## config.mk

```make
export PLATFORM = sky130hd
export DESIGN_NAME = led_display_ctrl
export DESIGN_NICKNAME = d
export VERILOG_FILES = /design/src/rtl/led_display_ctrl.sv
export SDC_FILE = /design/constraint.sdc
export NUM_CORES = 1
export LEC_CHECK = 0
export BUFFER_PORTS_ARGS = -buffer_cell sky130_fd_sc_hd__buf_4
export CORE_MARGIN = 2
export CORE_UTILIZATION = 62
export DETAILED_ROUTE_END_ITERATION = 8
export GPL_ROUTABILITY_DRIVEN = 1
export PLACE_DENSITY = 0.84
export SYNTH_ARGS = -nofsm -noshare
export SYNTH_HDL_FRONTEND = slang
export SYNTH_SLANG_ARGS = --single-unit
```

## constraint.sdc

```tcl
create_clock -name clk -period 5.7 [get_ports clk]
set_clock_uncertainty 0.05 [all_clocks]
set_input_delay 0.285 -clock clk [delete_from_list [all_inputs] [get_ports clk]]
set_output_delay 0.285 -clock clk [all_outputs]
set_load 0.02 [all_outputs]
```

## src/rtl/led_display_ctrl.sv

```systemverilog
// ---------------------------------------------------------------------------
// led_display_ctrl
//
// LED output stage. A binary value is captured on a load strobe and shown on
// a bank of LEDs in one of four display modes:
//   00 direct            - LEDs follow the held value
//   01 blink             - held value during the "on" half-period, dark otherwise
//   10 bar graph         - the lowest min(hold, WIDTH) LEDs lit
//   11 change-highlight  - bits that changed on the last load blink,
//                          all other bits follow the held value
//
// Optional feature macro: LED_PWM_EN
//   Defined   : a free-running PWM_BITS counter gates the LEDs with a
//               global brightness duty cycle.
//   Undefined : no PWM counter, brightness is unused, LEDs are never gated.
//
// Parameters:
//   WIDTH     number of LEDs / width of value
//   BLINK_DIV clock cycles per blink half-period (>= 2)
//   PWM_BITS  width of brightness and of the PWM counter
//
// Ports:
//   clk          system clock, rising edge
//   rst          synchronous active-high reset
//   value        value to display
//   value_valid  load strobe, value captured on any edge where it is 1
//   mode         display mode select
//   brightness   PWM duty control (LED_PWM_EN builds only)
//   leds         registered LED drive, 1 = lit
// ---------------------------------------------------------------------------
module led_display_ctrl #(
  parameter int WIDTH     = 16,
  parameter int BLINK_DIV = 12_500_000,
  parameter int PWM_BITS  = 4
) (
  input  logic                clk,
  input  logic                rst,
  input  logic [WIDTH-1:0]    value,
  input  logic                value_valid,
  input  logic [1:0]          mode,
  input  logic [PWM_BITS-1:0] brightness,
  output logic [WIDTH-1:0]    leds
);

  localparam int BCNT_W = (BLINK_DIV > 2) ? $clog2(BLINK_DIV) : 1;
  localparam logic [BCNT_W-1:0] BLINK_LAST = BCNT_W'(BLINK_DIV - 1);

  localparam logic [1:0] MODE_DIRECT = 2'b00;
  localparam logic [1:0] MODE_BLINK  = 2'b01;
  localparam logic [1:0] MODE_BAR    = 2'b10;
  localparam logic [1:0] MODE_CHANGE = 2'b11;

  logic [WIDTH-1:0]  hold_q, hold_d;
  logic [WIDTH-1:0]  chg_q, chg_d;
  logic [BCNT_W-1:0] bcnt_q, bcnt_d;
  logic              phase_q, phase_d;
  logic [WIDTH-1:0]  leds_q, leds_d;

  logic              blink_wrap;
  logic [WIDTH-1:0]  bar_pat;
  logic [WIDTH-1:0]  pat;
  logic              pwm_on;

  // -------------------------------------------------------------------------
  // Held value and change mask. chg only ever compares the last two loads,
  // so an identical reload clears it.
  // -------------------------------------------------------------------------
  always_comb begin
    hold_d = hold_q;
    chg_d  = chg_q;
    if (value_valid) begin
      hold_d = value;
      chg_d  = hold_q ^ value;
    end
  end

  // -------------------------------------------------------------------------
  // Blink divider. Free-running in every mode; loads and mode changes never
  // disturb it, so blinking stays in step across mode switches.
  // -------------------------------------------------------------------------
  assign blink_wrap = (bcnt_q == BLINK_LAST);

  always_comb begin
    bcnt_d  = blink_wrap ? '0 : bcnt_q + BCNT_W'(1);
    phase_d = phase_q ^ blink_wrap;
  end

  // -------------------------------------------------------------------------
  // Bar graph: LED i lit when i < hold. Comparing hold against each index
  // directly also covers hold >= WIDTH (all lit) without a clamp.
  // -------------------------------------------------------------------------
  always_comb begin
    bar_pat = '0;
    for (int i = 0; i < WIDTH; i++) begin
      bar_pat[i] = (hold_q > WIDTH'(i));
    end
  end

  // -------------------------------------------------------------------------
  // Display pattern
  // -------------------------------------------------------------------------
  always_comb begin
    pat = '0;
    unique case (mode)
      MODE_DIRECT: pat = hold_q;
      MODE_BLINK:  pat = phase_q ? '0 : hold_q;
      MODE_BAR:    pat = bar_pat;
      MODE_CHANGE: pat = (chg_q & {WIDTH{~phase_q}}) | (~chg_q & hold_q);
      default:     pat = '0;
    endcase
  end

  // -------------------------------------------------------------------------
  // Brightness gating
  // -------------------------------------------------------------------------
`ifdef LED_PWM_EN
  logic [PWM_BITS-1:0] pwm_cnt_q, pwm_cnt_d;

  assign pwm_cnt_d = pwm_cnt_q + PWM_BITS'(1);
  // all-ones brightness is full on rather than (2^N-1)/2^N
  assign pwm_on    = (pwm_cnt_q < brightness) || (&brightness);

  always_ff @(posedge clk) begin
    if (rst) begin
      pwm_cnt_q <= '0;
    end else begin
      pwm_cnt_q <= pwm_cnt_d;
    end
  end
`else
  logic unused_brightness;

  assign unused_brightness = ^brightness;
  assign pwm_on            = 1'b1;
`endif

  assign leds_d = pat & {WIDTH{pwm_on}};

  // -------------------------------------------------------------------------
  // State registers
  // -------------------------------------------------------------------------
  always_ff @(posedge clk) begin
    if (rst) begin
      hold_q  <= '0;
      chg_q   <= '0;
      bcnt_q  <= '0;
      phase_q <= 1'b0;
      leds_q  <= '0;
    end else begin
      hold_q  <= hold_d;
      chg_q   <= chg_d;
      bcnt_q  <= bcnt_d;
      phase_q <= phase_d;
      leds_q  <= leds_d;
    end
  end

  assign leds = leds_q;

endmodule

```

==> impl_metrics.ini <==
[cells_and_area]
final_util_pct = 73.71
fillers = 384
drive_gt1_share_pct = 13.30
nets = 443
stdcell_count = 491
layout_commonest_cell = dfxtp_1
final_cell_mix = dfxtp_1 (73), nor2_1 (56), a21oi_1 (47)
area_growth_syn_to_layout_pct = 13.69
antennaDiodeCount = 0

[timing]
relSlewSlack_pct = 59.90
setup_viol = 0
worst_pin_slew_ns = 0.6002
setup_tns_ns = 0
min_period_ns = 2.237
period_share_pct = 39.24
rsz0062_at_grt = false
final.setup.worst_slack_ns = 3.463
max_freq_mhz = 447.1
maxSlewViolCount = 0
finalHoldViolations = 0

[place]
placed_cells = 476
io_buffers = 36
place_ws_ns = 3.490
place_hpwl_um = 4589
place.gp.congestion = 0.8487

[yosys]
synthTopCellsByArea = dfxtp_1 (44%), a21oi_1 (7.0%), xnor2_1 (6.5%)
ys_types = 40
avgSynthCellArea_um2 = 8.468
yosysTopAreaCell = dfxtp_1
synth_area_mm2 = 0.003353
yosys_register_bits = 73
seq_area_frac_synth_pct = 43.58
syn_nets = 422
yosysWarnings = 0
syn-instance-count = 396
netlist.area_leader.share_pct = 43.58

[critical_path]
cp-end-kind = flip-flop
critPathKind = flip-flop to flip-flop
worstSetupStartpointType = flip-flop
critPathArrivalTime_ns = 2.46
required_ns = 5.92
critPathMaxFanout = 9

[pwr]
p_total_mw = 1.095
power.switching_mw = 0.2754
p_int_mw = 0.8200
power_frac_comb_pct = 12.0
ir_drop_v = 0.0001870
p_leak_nw = 1.406
swShare_pct = 25.14
pwr-share-clk_pct = 36.8
p_per_area_mw_per_mm2 = 287.3
seqPwrFrac_pct = 51.2

[global_routing]
antenna_found_initial = 0
grt_start_max_net_pins = 51
overflow = 0
grt_pass1_vias = 2640
grt_pass1_wl_um = 11900
grt_usage_pct = 24.99

[cts]
numCtsBuffers = 9
cts_max_path_buffers = 2
hold_buffers = 0
cts_tree = done
postCtsSetupBuffers = 0
cts_root_buffer = clkbuf_8
clkLatencyLatePin_ns = 0.35
clk_pin_slew_ns = 0.07
h-tree-depth = 3
cts.sinks = 73
cts-resized-gates = 0

[run_status]
status = completed

[route]
via_count = 2911
drc = 0
wl_per_cell_um = 14.18
avgViaCountPerCell = 5.929
firstDrtPassIters = 4
antenna_left = 0
drtIter0Drc = 256
routed_wl_um = 6962

[floorplanning]
die_width_um = 77.54
std_cell_rows = 26
ios = 41
die_h_um = 77.54
core_mm2 = 0.005172
dieArea_mm2 = 0.006012
initial_core_util_pct = 64.83

[run]
maxCapViolations = 0

[min_path]
worst_hold_path_type = input port to flip-flop
==> power groups by stage <==
stage / clock network [mW] / logic (mW) / registers (mW)
after floorplan: 0 / 0.0815 / 0.575
after global placement: 0 / 0.127 / 0.570
after detailed placement: 0 / 0.131 / 0.572
after CTS: 0.409 / 0.132 / 0.561
after global routing: 0.430 / 0.146 / 0.564
final: 0.403 / 0.132 / 0.561
==> kinds of logic after synthesis <==
| logic type | share of synthesized area (%) |
|---|---|
| XOR/XNOR | 7.052 |
| adder cells (fa/ha/maj) | 0.3731 |
| buffers and inverters | 4.403 |
| multiplexers | 4.776 |
| flip-flops | 43.58 |
| AO/OA/AOI/OAI | 19.37 |
| AND/OR/NAND/NOR | 20.45 |
==> layer usage <==
layer  vias up  wire length (um)  GRT usage [%]
met3        13               440          8.023
met1      1349              3237          33.46
met4         0               116          9.286
met5         -                 0              0
met2        89              3167          37.83
li1       1460                 -              -
==> path summary, 6_finish.rpt <==
kind	from	end	slack [ns]	cells past startpoint
worst max register to register	bcnt_q[0]	bcnt_q[20]	3.46	5
worst max-delay path	bcnt_q[0]	bcnt_q[20]	3.46	5
worst min-delay path	value[13]	hold_q[13]	0.13	3
worst min register to register	bcnt_q[0]	bcnt_q[0]	0.42	1
==> flip-flops by register name (all words and copies together), names as in the netlist <==
name	flops
hold_q	16
leds	16
bcnt_q	24
phase_q	1
chg_q	16
==> layout make-up <==
cell class / count / area [um^2] / share of cell area, %
inverter: 11 / 41.29 / 1.083
sequential: 73 / 1461 / 38.33
timing repair buffer: 37 / 277.8 / 7.286
clock inverter: 3 / 40.04 / 1.050
tap: 70 / 87.58 / 2.297
multi-input combinational: 285 / 1749 / 45.88
clock buffer: 12 / 155.1 / 4.070
==> synthesized netlist by cell type (all sizes together) <==
master / number
and4: 2
nor4bb: 1
or4: 9
xnor2: 25
o22ai: 2
a22oi: 1
nor2b: 4
clkbuf: 20
nand3: 11
nand2: 14
dfxtp: 73
ha: 1
a21o: 2
mux2i: 16
nor2: 56
a21oi: 47
nor3: 2
o21ai: 14
o211ai: 1
a31oi: 2
and2: 2
and3: 2
nand4: 6
o31ai: 12
xor2: 2
or2: 1
inv: 11
a211o: 2
nor4: 7
a211oi: 23
or3: 8
o221ai: 1
nand3b: 1
nand4b: 1
nand2b: 7
buf: 7
==> through the flow <==
stage	hold slack [ns]	instance area (um^2)
floorplan	0.3799	3353
global placement	0.3914	3617
detailed placement	0.4048	3617
CTS	0.1273	3812
global route	0.1415	3812
finish	0.1346	3812
==> critical path, stage by stage (launching register included) <==
cell and delay, ns:
dfxtp_1 0.37, ha_1 0.23, nand4_2 0.23, or3_1 0.59, or4_1 0.52, a21oi_1 0.17
Note: power is estimated with default switching activity, not from simulation.
